<file path="config.mk">
export PLATFORM = sky130hd
export DESIGN_NAME = ps2_mouse_host_rx_flat
export DESIGN_NICKNAME = d
export VERILOG_FILES = /design/src/rtl/ps2_pkg.sv /design/src/rtl/ps2_mouse_host_rx_if.sv /design/src/rtl/ps2_rx_frame.sv /design/src/rtl/ps2_mouse_host_rx.sv /design/src/flat_wrapper.sv
export SDC_FILE = /design/constraint.sdc
export NUM_CORES = 1
export LEC_CHECK = 0
export CORE_ASPECT_RATIO = 0.5
export CORE_MARGIN = 2
export CORE_UTILIZATION = 35
export CTS_BUF_LIST = sky130_fd_sc_hd__clkbuf_8
export CTS_CLUSTER_DIAMETER = 60
export DETAILED_ROUTE_END_ITERATION = 8
export PLACE_DENSITY = 0.51
export SLEW_MARGIN = 5
export SYNTH_ARGS = -nofsm -noshare
export SYNTH_HDL_FRONTEND = slang
export SYNTH_SLANG_ARGS = --single-unit
</file>
<file path="constraint.sdc">
create_clock -name clk -period 2.75 [get_ports clk]
set_input_delay 0.6875 -clock clk [delete_from_list [all_inputs] [get_ports clk]]
set_output_delay 0.6875 -clock clk [all_outputs]
set_load 0.005 [all_outputs]
</file>
<file path="src/rtl/ps2_pkg.sv">
// Shared types and constants for the PS/2 mouse host receiver.
// Holds the frame FSM state encoding, frame/packet sizes and status-byte bit indices.
// No logic; imported by ps2_rx_frame, ps2_mouse_host_rx and its interface.
package ps2_pkg;

  typedef enum logic [1:0] {
    ST_IDLE   = 2'd0,
    ST_DATA   = 2'd1,
    ST_PARITY = 2'd2,
    ST_STOP   = 2'd3
  } rx_state_e;

  localparam int FRAME_BITS   = 11;
  localparam int PACKET_BYTES = 3;

  // Status (first packet byte) bit positions
  localparam int BTN_L = 0;
  localparam int BTN_R = 1;
  localparam int BTN_M = 2;
  localparam int SYNC  = 3;
  localparam int XS    = 4;
  localparam int YS    = 5;
  localparam int XO    = 6;
  localparam int YO    = 7;

endpackage

</file>
<file path="src/rtl/ps2_mouse_host_rx_if.sv">
// Decoded output bus of the PS/2 mouse receiver (bytes, packets, errors).
// master: driven by ps2_mouse_host_rx; slave: consumed by cursor/drawing logic.
// Strobes are single-cycle pulses with no backpressure; decoded fields hold between packets.
interface ps2_mouse_host_rx_if;
  import ps2_pkg::*;

  logic       byte_valid;
  logic [7:0] byte_data;
  logic       packet_valid;
  logic       btn_left;
  logic       btn_right;
  logic       btn_middle;
  logic [8:0] dx;
  logic [8:0] dy;
  logic       x_ovf;
  logic       y_ovf;
  logic       frame_err;

  modport master (
    output byte_valid, byte_data, packet_valid, btn_left, btn_right, btn_middle,
           dx, dy, x_ovf, y_ovf, frame_err
  );

  modport slave (
    input byte_valid, byte_data, packet_valid, btn_left, btn_right, btn_middle,
          dx, dy, x_ovf, y_ovf, frame_err
  );
endinterface

</file>
<file path="src/rtl/ps2_rx_frame.sv">
// PS/2 frame receiver: synchronizes ps2_clk/ps2_dat, detects falling edges, deframes 11-bit frames.
// Latency: byte_valid/frame_err one clk after the stop-bit falling edge (pin-to-edge SYNC_STAGES+1).
// No backpressure. Ports: clk/reset, ps2 pins, pkt_busy in; registered byte_valid/byte_data/frame_err
// out, plus same-cycle byte_stb/byte_nxt/abort_stb for the packet assembler.
// Optional: PS2_RX_TIMEOUT_EN adds a stall timeout of TIMEOUT_CYCLES clk cycles.
module ps2_rx_frame
  import ps2_pkg::*;
#(
  parameter int SYNC_STAGES    = 2,
  parameter int TIMEOUT_CYCLES = 5000
) (
  input  logic       clk,
  input  logic       reset,
  input  logic       ps2_clk,
  input  logic       ps2_dat,
  input  logic       pkt_busy,
  output logic       byte_valid,
  output logic [7:0] byte_data,
  output logic       frame_err,
  output logic       byte_stb,
  output logic [7:0] byte_nxt,
  output logic       abort_stb
);

  logic [SYNC_STAGES-1:0] clk_sync_q, clk_sync_d;
  logic [SYNC_STAGES-1:0] dat_sync_q, dat_sync_d;
  logic                   clk_prev_q, clk_prev_d;
  rx_state_e              state_q, state_d;
  logic [2:0]             bit_cnt_q, bit_cnt_d;
  logic [7:0]             shreg_q, shreg_d;
  logic                   parity_q, parity_d;
  logic                   byte_valid_q, byte_valid_d;
  logic [7:0]             byte_data_q, byte_data_d;
  logic                   frame_err_q, frame_err_d;
  logic                   sclk, sdat, fe, good, tmo;

  always_comb begin
    clk_sync_d = {clk_sync_q[SYNC_STAGES-2:0], ps2_clk};
    dat_sync_d = {dat_sync_q[SYNC_STAGES-2:0], ps2_dat};
    sclk       = clk_sync_q[SYNC_STAGES-1];
    sdat       = dat_sync_q[SYNC_STAGES-1];
    clk_prev_d = sclk;
    fe         = clk_prev_q & ~sclk;
  end

`ifdef PS2_RX_TIMEOUT_EN
  localparam int TW = $clog2(TIMEOUT_CYCLES + 1);
  localparam logic [TW-1:0] TMO_MAX  = TW'(TIMEOUT_CYCLES);
  localparam logic [TW-1:0] TMO_LAST = TW'(TIMEOUT_CYCLES - 1);
  logic [TW-1:0] tmo_cnt_q, tmo_cnt_d;

  // Saturating at TMO_MAX means the abort fires exactly once per stall.
  always_comb begin
    tmo_cnt_d = tmo_cnt_q;
    if (fe)                     tmo_cnt_d = '0;
    else if (tmo_cnt_q != TMO_MAX) tmo_cnt_d = tmo_cnt_q + TW'(1);
    tmo = !fe && (tmo_cnt_q == TMO_LAST) && ((state_q != ST_IDLE) || pkt_busy);
  end

  always_ff @(posedge clk) begin
    if (reset) tmo_cnt_q <= '0;
    else       tmo_cnt_q <= tmo_cnt_d;
  end
`else
  localparam int unused_tmo_cycles = TIMEOUT_CYCLES;
  logic unused_busy;
  assign unused_busy = pkt_busy;
  assign tmo = 1'b0;
`endif

  // State register
  always_ff @(posedge clk) begin
    if (reset) state_q <= ST_IDLE;
    else       state_q <= state_d;
  end

  // Next-state logic
  always_comb begin
    state_d = state_q;
    if (tmo) begin
      state_d = ST_IDLE;
    end else if (fe) begin
      case (state_q)
        ST_IDLE:   if (!sdat) state_d = ST_DATA;
        ST_DATA:   if (bit_cnt_q == 3'd7) state_d = ST_PARITY;
        ST_PARITY: state_d = ST_STOP;
        default:   state_d = ST_IDLE;
      endcase
    end
  end

  // Output logic: odd parity over data+parity and a high stop bit make a good frame.
  always_comb begin
    good         = (^shreg_q ^ parity_q) & sdat;
    byte_stb     = fe && (state_q == ST_STOP) && good;
    frame_err_d  = (fe && (state_q == ST_IDLE) && sdat) ||
                   (fe && (state_q == ST_STOP) && !good) ||
                   (tmo && (state_q != ST_IDLE));
    abort_stb    = frame_err_d | tmo;
    byte_nxt     = shreg_q;
    byte_valid_d = byte_stb;
  end

  // Datapath next values
  always_comb begin
    bit_cnt_d   = bit_cnt_q;
    shreg_d     = shreg_q;
    parity_d    = parity_q;
    byte_data_d = byte_data_q;
    if (fe) begin
      case (state_q)
        ST_IDLE:   bit_cnt_d = '0;
        ST_DATA: begin
          shreg_d[bit_cnt_q] = sdat;
          bit_cnt_d          = bit_cnt_q + 3'd1;
        end
        ST_PARITY: parity_d = sdat;
        default:   ;
      endcase
    end
    if (byte_stb) byte_data_d = shreg_q;
  end

  // Synchronizers idle high so reset never fakes a falling edge.
  always_ff @(posedge clk) begin
    if (reset) begin
      clk_sync_q   <= '1;
      dat_sync_q   <= '1;
      clk_prev_q   <= 1'b1;
      bit_cnt_q    <= '0;
      shreg_q      <= '0;
      parity_q     <= 1'b0;
      byte_valid_q <= 1'b0;
      byte_data_q  <= '0;
      frame_err_q  <= 1'b0;
    end else begin
      clk_sync_q   <= clk_sync_d;
      dat_sync_q   <= dat_sync_d;
      clk_prev_q   <= clk_prev_d;
      bit_cnt_q    <= bit_cnt_d;
      shreg_q      <= shreg_d;
      parity_q     <= parity_d;
      byte_valid_q <= byte_valid_d;
      byte_data_q  <= byte_data_d;
      frame_err_q  <= frame_err_d;
    end
  end

  assign byte_valid = byte_valid_q;
  assign byte_data  = byte_data_q;
  assign frame_err  = frame_err_q;

endmodule

</file>
<file path="src/rtl/ps2_mouse_host_rx.sv">
// PS/2 mouse host receiver: frame receiver plus 3-byte movement packet assembler.
// Latency: byte_valid and packet_valid one clk after the stop-bit falling edge, same cycle.
// No backpressure. Ports: clk, reset (sync, active-high), ps2_clk/ps2_dat pins, rx (master) bus.
// Optional: PS2_RX_TIMEOUT_EN enables stall timeout (drops partial frames and packets).
module ps2_mouse_host_rx
  import ps2_pkg::*;
#(
  parameter int SYNC_STAGES    = 2,
  parameter int TIMEOUT_CYCLES = 5000
) (
  input  logic                  clk,
  input  logic                  reset,
  input  logic                  ps2_clk,
  input  logic                  ps2_dat,
  ps2_mouse_host_rx_if.master   rx
);

  localparam logic [1:0] IDX_LAST = 2'(PACKET_BYTES - 1);

  logic       byte_valid, frame_err, byte_stb, abort_stb, pkt_busy;
  logic [7:0] byte_data, byte_nxt;

  logic [1:0] byte_idx_q, byte_idx_d;
  logic [7:0] status_q, status_d;
  logic [7:0] x_q, x_d;
  logic       pkt_valid_q, pkt_valid_d;
  logic       btn_l_q, btn_l_d, btn_r_q, btn_r_d, btn_m_q, btn_m_d;
  logic [8:0] dx_q, dx_d, dy_q, dy_d;
  logic       xo_q, xo_d, yo_q, yo_d;

  assign pkt_busy = (byte_idx_q != 2'd0);

  ps2_rx_frame #(
    .SYNC_STAGES   (SYNC_STAGES),
    .TIMEOUT_CYCLES(TIMEOUT_CYCLES)
  ) u_frame (
    .clk       (clk),
    .reset     (reset),
    .ps2_clk   (ps2_clk),
    .ps2_dat   (ps2_dat),
    .pkt_busy  (pkt_busy),
    .byte_valid(byte_valid),
    .byte_data (byte_data),
    .frame_err (frame_err),
    .byte_stb  (byte_stb),
    .byte_nxt  (byte_nxt),
    .abort_stb (abort_stb)
  );

  // Assembler runs off the frame's pre-register strobe so packet_valid
  // lines up with the third byte's byte_valid.
  always_comb begin
    byte_idx_d  = byte_idx_q;
    status_d    = status_q;
    x_d         = x_q;
    pkt_valid_d = 1'b0;
    btn_l_d     = btn_l_q;
    btn_r_d     = btn_r_q;
    btn_m_d     = btn_m_q;
    dx_d        = dx_q;
    dy_d        = dy_q;
    xo_d        = xo_q;
    yo_d        = yo_q;
    if (abort_stb) begin
      byte_idx_d = 2'd0;
    end else if (byte_stb) begin
      case (byte_idx_q)
        2'd0: begin
          // Bytes without the always-one sync bit are dropped to resync.
          if (byte_nxt[SYNC]) begin
            status_d   = byte_nxt;
            byte_idx_d = 2'd1;
          end
        end
        2'd1: begin
          x_d        = byte_nxt;
          byte_idx_d = IDX_LAST;
        end
        default: begin
          byte_idx_d  = 2'd0;
          pkt_valid_d = 1'b1;
          btn_l_d     = status_q[BTN_L];
          btn_r_d     = status_q[BTN_R];
          btn_m_d     = status_q[BTN_M];
          dx_d        = {status_q[XS], x_q};
          dy_d        = {status_q[YS], byte_nxt};
          xo_d        = status_q[XO];
          yo_d        = status_q[YO];
        end
      endcase
    end
  end

  always_ff @(posedge clk) begin
    if (reset) begin
      byte_idx_q  <= '0;
      status_q    <= '0;
      x_q         <= '0;
      pkt_valid_q <= 1'b0;
      btn_l_q     <= 1'b0;
      btn_r_q     <= 1'b0;
      btn_m_q     <= 1'b0;
      dx_q        <= '0;
      dy_q        <= '0;
      xo_q        <= 1'b0;
      yo_q        <= 1'b0;
    end else begin
      byte_idx_q  <= byte_idx_d;
      status_q    <= status_d;
      x_q         <= x_d;
      pkt_valid_q <= pkt_valid_d;
      btn_l_q     <= btn_l_d;
      btn_r_q     <= btn_r_d;
      btn_m_q     <= btn_m_d;
      dx_q        <= dx_d;
      dy_q        <= dy_d;
      xo_q        <= xo_d;
      yo_q        <= yo_d;
    end
  end

  assign rx.byte_valid   = byte_valid;
  assign rx.byte_data    = byte_data;
  assign rx.frame_err    = frame_err;
  assign rx.packet_valid = pkt_valid_q;
  assign rx.btn_left     = btn_l_q;
  assign rx.btn_right    = btn_r_q;
  assign rx.btn_middle   = btn_m_q;
  assign rx.dx           = dx_q;
  assign rx.dy           = dy_q;
  assign rx.x_ovf        = xo_q;
  assign rx.y_ovf        = yo_q;

endmodule

</file>
<file path="src/flat_wrapper.sv">
// flat-port wrapper written by rule: the top's interface ports become plain ports
module ps2_mouse_host_rx_flat import ps2_pkg::*;
#(
  parameter int SYNC_STAGES    = 2,
  parameter int TIMEOUT_CYCLES = 5000
)
  (clk, reset, ps2_clk, ps2_dat, rx_byte_valid, rx_byte_data, rx_packet_valid, rx_btn_left, rx_btn_right, rx_btn_middle, rx_dx, rx_dy, rx_x_ovf, rx_y_ovf, rx_frame_err);
  ps2_mouse_host_rx_if rx_i ();
  input  logic clk;
  input  logic reset;
  input  logic ps2_clk;
  input  logic ps2_dat;
  output wire logic [$bits(rx_i.byte_valid)-1:0] rx_byte_valid;
  output wire logic [$bits(rx_i.byte_data)-1:0] rx_byte_data;
  output wire logic [$bits(rx_i.packet_valid)-1:0] rx_packet_valid;
  output wire logic [$bits(rx_i.btn_left)-1:0] rx_btn_left;
  output wire logic [$bits(rx_i.btn_right)-1:0] rx_btn_right;
  output wire logic [$bits(rx_i.btn_middle)-1:0] rx_btn_middle;
  output wire logic [$bits(rx_i.dx)-1:0] rx_dx;
  output wire logic [$bits(rx_i.dy)-1:0] rx_dy;
  output wire logic [$bits(rx_i.x_ovf)-1:0] rx_x_ovf;
  output wire logic [$bits(rx_i.y_ovf)-1:0] rx_y_ovf;
  output wire logic [$bits(rx_i.frame_err)-1:0] rx_frame_err;
  assign rx_byte_valid = rx_i.byte_valid;
  assign rx_byte_data = rx_i.byte_data;
  assign rx_packet_valid = rx_i.packet_valid;
  assign rx_btn_left = rx_i.btn_left;
  assign rx_btn_right = rx_i.btn_right;
  assign rx_btn_middle = rx_i.btn_middle;
  assign rx_dx = rx_i.dx;
  assign rx_dy = rx_i.dy;
  assign rx_x_ovf = rx_i.x_ovf;
  assign rx_y_ovf = rx_i.y_ovf;
  assign rx_frame_err = rx_i.frame_err;
  ps2_mouse_host_rx #(.SYNC_STAGES(SYNC_STAGES), .TIMEOUT_CYCLES(TIMEOUT_CYCLES)) u_core (.clk(clk), .reset(reset), .ps2_clk(ps2_clk), .ps2_dat(ps2_dat), .rx(rx_i));
endmodule
</file>
# --- Word level (Yosys, flattened, before mapping) ---
# Index checks and enable logic that the tools add are counted.
# W data, S select, Z words.
word_totals:
  register_bits: 71
  input_bits: 4
  output_inout_bits: 34
  wordCells: 72
classes:
  add_sub_neg: 1
  n_lt_le_gt_ge: 2
  eq_ne: 8
  n_mux: 10
  n_bitwise: 7
  reduce_logical: 23
op_table:
  columns: ["op", "n"]
  rows:
  - ["$reduce_and A3 Y1", 3]
  - ["$bwmux W8", 1]
  - ["$reduce_and A2 Y1", 4]
  - ["$reduce_xor A8 Y1", 1]
  - ["$logic_and A1 B1 Y1", 6]
  - ["$mux W2", 3]
  - ["$ne A2 B2 Y1 const B", 3]
  - ["$pmux W2 S3", 1]
  - ["$pmux W3 S2", 1]
  - ["$eq A2 B1 Y1 const B", 2]
  - ["$eq A2 B2 Y1 const B", 2]
  - ["$logic_not A2 Y1", 2]
  - ["$lt A3 B4 Y1 const B", 1]
  - ["$not A1 Y1", 4]
  - ["$pmux W2 S2", 1]
  - ["$reduce_and A4 Y1", 1]
  - ["$reduce_or A2 Y1", 2]
  - ["$add A3 B1 Y3 const B", 1]
  - ["$demux W1 S3", 1]
  - ["$eq A3 B3 Y1 const B", 1]
  - ["$ge A3 B1 Y1 const B", 1]
  - ["$reduce_or A3 Y1", 1]
  - ["$and A1 B1 Y1", 2]
  - ["$mux W1", 2]
  - ["4 further kinds", 4]

# --- Logic depth before layout (Yosys ltp) ---
depth:
  word_depth: 8
  depth_mapped: 7
  depth_no_buf: 7

# --- Cells and area by module ---
# Synthesis repeated with hierarchy kept, for this count alone.
unflattened:
  hier_cells: 310
  area_unflattened_um2: 2902.8
by_module_without_submodules:
  columns: ["mod", "n_inst", "cells_each", "area_each_um2", "seq_area_each_um2"]
  rows:
  - ["ps2_mouse_host_rx", 1, 172, 1542.7, 820.8]
  - ["ps2_rx_frame", 1, 138, 1360.1, 580.6]

# --- Least setup slack after synthesis ---
# Ideal clock, no wire load.
synth_timing:
  kind: "register to register"
  startpoint: "register u_core.u_frame.shreg_q[0] (netlist: u_core.u_frame.byte_nxt[0])"
  endpoint: "register u_core.btn_l_q (netlist: u_core.rx.btn_left)"
  setup_ns: 0.072
  t_arrival_ns: 1.873
  t_required_ns: 2.678
  path_slack_ns: 0.806
  path_stages_with_launch: 7
  path_buffers: 1
  period_less_slack_ns: 1.944
  path_cell_list: "dfxtp_1 xor2_1 xnor3_2 mux2i_4 nor2_4 buf_6 mux2i_1"
synth_via:
  elab_chain_cells: 8
  word_cells_on_any_way: 9
  cone_classes: "bitwise: 3; reduce/logical: 6"
synth_lines:
  columns: ["item", "line_no", "rtl"]
  rows:
  - ["start, declared", "ps2_rx_frame.sv:30", "logic [7:0] shreg_q, shreg_d;"]
  - ["start signal, assigned", "ps2_rx_frame.sv:141", "shreg_q <= shreg_d;"]
  - ["$reduce_xor A8 Y1 *", "ps2_rx_frame.sv:94", "good = (^shreg_q ^ parity_q) & sdat;"]
  - ["$xor A1 B1 Y1 *", "ps2_rx_frame.sv:94", null]
  - ["$and A1 B1 Y1 *", "ps2_rx_frame.sv:94", null]
  - ["$logic_not A1 Y1", "ps2_rx_frame.sv:97", "(fe && (state_q == ST_STOP) && !good) ||"]
  - ["$logic_and A1 B1 Y1", "ps2_rx_frame.sv:97", null]
  - ["$logic_or A1 B1 Y1", "ps2_rx_frame.sv:96", "frame_err_d = (fe && (state_q == ST_IDLE) && sdat) ||"]
  - ["$not A1 Y1 (no line)", null, null]
  - ["$reduce_and A3 Y1 (no line) *", null, null]
  - ["end signal, assigned", "ps2_mouse_host_rx.sv:112", "btn_l_q <= btn_l_d;"]
  - ["end, declared", "ps2_mouse_host_rx.sv:27", "logic btn_l_q, btn_l_d, btn_r_q, btn_r_d, btn_m_q, btn_m_d;"]
# Mark *: on every way between the ends. The rest lies on a longest branch, timed or not.
# A chain may end at the register's enable or synchronous reset.

# --- Worst setup path in the final report ---
layout_timing:
  startpoint: "register u_core.u_frame.shreg_q[6] (netlist: u_core.u_frame.byte_nxt[6])"
  endpoint: "register u_core.byte_idx_q[0]"
layout_via:
  elab_chain_cells: 7
  word_cells_on_any_way: 9
  cone_classes: "bitwise: 2; reduce/logical: 7"
layout_lines:
  columns: ["item", "line_no", "rtl"]
  rows:
  - ["$reduce_xor A8 Y1 *", "ps2_rx_frame.sv:94", null]
  - ["$xor A1 B1 Y1 *", "ps2_rx_frame.sv:94", null]
  - ["$and A1 B1 Y1 *", "ps2_rx_frame.sv:94", null]
  - ["$logic_not A1 Y1", "ps2_rx_frame.sv:97", null]
  - ["$logic_and A1 B1 Y1", "ps2_rx_frame.sv:97", null]
  - ["$logic_or A1 B1 Y1", "ps2_rx_frame.sv:96", null]
  - ["$reduce_or A2 Y1 (no line)", null, null]
  - ["end signal, assigned", "ps2_mouse_host_rx.sv:108", "byte_idx_q <= byte_idx_d;"]
  - ["end, declared", "ps2_mouse_host_rx.sv:23", "logic [1:0] byte_idx_q, byte_idx_d;"]
# Marks and branches as above.

==> flow_summary.ini <==
[hold_path]
hold_class = reg2reg
whs_path_depth = 1
hold_end = u_core.u_frame.clk_sync_q[1]
min_from = u_core.u_frame.clk_sync_q[0]

[cts]
clk_pin_slew_ns = 0.08
root_buffer = clkbuf_8
ctsHtreeMaxLevel = 3
clkLatencyLatePin_ns = 0.35
post_cts_buffers = 0
clock_sink_count = 70
cts_tree = built
cts_hold_buf = 0
cts_buffer_depth = 2
ctsResizeCount = 0
cts_buffers = 9

[setup_path]
cp.required_ns = 3.01
cp_cell_sequence = xor2_1 > xnor3_2 > mux2i_4 > buf_4 > mux2_2 > nor3_1
crit_arrival_ns = 2.49
worst_setup_path_end_kind = flip-flop
r2r_start = u_core.u_frame.byte_nxt[6]
reg2reg_slack_ns = 0.52
crit_path_top_delay_cell = xnor3_2
reg2reg_depth = 6
r2r-end = u_core.byte_idx_q[0]
worstPathMaxFanout = 12
start_kind = flip-flop
critPathKind = reg2reg
slowest_delay_ns = 0.56

[sta]
rsz0062_at_grt = false
timing.slew.headroom = 0.457
min_period_over_period = 0.810
slew_viol_final = 0
fmax_mhz = 449
whs_ns = 0.417
setup_viol = 0
worstMarginPinSlew_ns = 0.814
hold_viol = 0
skew_ns = 0.0133
tns_ns = 0
period_minus_slack_ns = 2.23

[placed_design]
dp_cells = 440
place.gp.congestion = 0.766
place_area_um2 = 3540
io_buffers = 37
hpwl_mm = 4.36

[synthesis]
synth_area_um2 = 3050
synth-seq-cells = 70
ys.warnings.count = 0
synthDistinctLibCells = 31
ys.flop_type = dfxtp_1
ys_seq_area_frac = 0.460
synth_edf_count = 0
syn_area_per_cell_um2 = 10.2
syn_inst = 300
yosys.area.top_type_share = 0.460
syn_nets = 310
ys_async_sr_fraction = 0
synth.area.top_cells = dfxtp_1, mux2i_1, nand2b_1, nor2_1, ha_1
synth_largest_area_cell = dfxtp_1

[detailed_routing]
route.detailed.drc = 0
drt_iter0_markers = 97
routed_via_density = 4.60
vias = 2099
avgRoutedWirePerCell_um = 13.9
routed_wl_mm = 6.33
firstDrtPassIters = 4
final_antenna_net_count = 0

[power_and_ir_drop]
peakVddDrop_v = 0.000300
power_density_nw_per_um2 = 550
p_leak_nw = 1.49

[grt]
antenna_found_initial = 0
grt_overflow = 0
grt_pass1_vias = 2094
grt_usage = 0.146
grt_max_degree = 60
grt_pass1_wl_mm = 10.5

[floorplanning]
dieArea_um2 = 9520
start_util = 0.370
ios = 38
fp.coreArea_um2 = 8230
die_w_um = 136
fp.dieH_um = 70.0
num_rows = 23

[finish]
synthToLayoutAreaGrowth_pct = 24.2
num-fill-cells = 814
n_antenna_cell = 0
fin_nets = 349
drive_gt1_frac = 0.108
final_area_um2 = 3790
fin_cells = 456

[job]
drv_cap = 0

[run_status]
status = complete, no violations
## cell usage after synthesis (4+ instances only)
cell / instances
a21oi_1: 4
nor2_1: 42
nand3_1: 6
dfxtp_1: 70
nand2_1: 7
ha_1: 6
or2_2: 5
clkbuf_1: 13
nor3_1: 7
mux2i_1: 56
nand2b_1: 47
inv_1: 5
## cell usage in the layout (no fill, tap or decap), types with 2 or more instances in the layout
master / n
inv_1: 6
nand3_1: 6
nor3b_1: 3
xnor2_1: 2
clkbuf_8: 10
nand2_1: 7
nor2_1: 42
or2_2: 5
nand2b_1: 47
mux2i_4: 3
nand3b_1: 2
ha_1: 6
mux2i_1: 56
buf_4: 7
a32oi_1: 2
nor4_1: 2
or3b_2: 2
dfxtp_1: 70
bufinv_16: 3
nor3_1: 7
a21oi_1: 4
clkdlybuf4s50_1: 36
o21ai_0: 3
## per-stage QoR
step	power, W	util	setup WS [ns]
after floorplan	0.00108	-	0.806
after detailed placement	0.00109	0.430	0.537
after CTS	0.00212	0.460	0.504
after global placement	0.00109	0.430	0.576
after global routing	0.00218	0.460	0.371
final	0.00208	0.460	0.523
## how the worst max path moves through the flow
stage                     slack [ns]                    to  depth (start not counted)                       start
after floorplan                 0.81    u_core.rx.btn_left                          6  u_core.u_frame.byte_nxt[0]
after global placement          0.58  u_core.byte_idx_q[0]                          6  u_core.u_frame.byte_nxt[0]
after detailed placement        0.54   u_core.rx.btn_right                          6  u_core.u_frame.byte_nxt[6]
after CTS                       0.50  u_core.byte_idx_q[0]                          6  u_core.u_frame.byte_nxt[6]
after global routing            0.37  u_core.byte_idx_q[0]                          6  u_core.u_frame.byte_nxt[6]
final                           0.52  u_core.byte_idx_q[0]                          6  u_core.u_frame.byte_nxt[6]
## report_power, final
group | switching, W | total, W | internal (W)
logic | 0.0000257 | 0.0000465 | 0.0000208
registers | 0.00000237 | 0.00102 | 0.00102
clock network | 0.000391 | 0.00102 | 0.000625
## sequential cells by signal, indices dropped and copies added (netlist names)
signal / cells
u_core.byte_idx_q: 2
u_core.rx.btn_left: 1
u_core.rx.btn_middle: 1
u_core.rx.btn_right: 1
u_core.rx.dx: 9
u_core.rx.dy: 9
u_core.rx.packet_valid: 1
u_core.rx.x_ovf: 1
u_core.rx.y_ovf: 1
u_core.status_q: 7
u_core.u_frame.bit_cnt_q: 3
u_core.u_frame.byte_data: 8
u_core.u_frame.byte_nxt: 8
u_core.u_frame.byte_valid: 1
u_core.u_frame.clk_prev_q: 1
u_core.u_frame.clk_sync_q: 2
u_core.u_frame.dat_sync_q: 2
u_core.u_frame.frame_err: 1
u_core.u_frame.parity_q: 1
u_core.u_frame.state_q: 2
u_core.x_q: 8
## worst max-delay path, delay by kind of cell (launching register included)
family	cells	cell delay (ns)
and+or+nand+nor	1	0.11
muxes	2	0.59
buffers and inverters	1	0.26
xor gates and xnor gates	2	0.74
DFF	1	0.45
## area by class of cell
class,count,area [um2],share of cell area
well taps,112,140,0.0370
flip-flops and latches,70,1400,0.370
clock inverters,6,110,0.0291
inverters,5,18.8,0.00496
multi-input cells,208,1540,0.407
clock buffers,10,138,0.0364
repair buffers,45,438,0.116
## per-layer routing
layer,vias up,GRT usage,part of all wire
met5,-,0,0
met1,982,0.193,0.51
met2,35,0.221,0.44
met3,7,0.0566,0.044
met4,0,0.0417,0.0084
li1,1075,-,-
## kinds of logic after synthesis
logic type / count (synthesis) / synth area share
and+or+nand+nor: 126 / 0.219
xor gates and xnor gates: 6 / 0.0316
buffers and inverters: 22 / 0.0349
adders and majority gates: 6 / 0.0246
DFF: 70 / 0.460
muxes: 60 / 0.210
AOI/OAI and AO/OA: 10 / 0.0201
(Power assumes the default switching activity.)
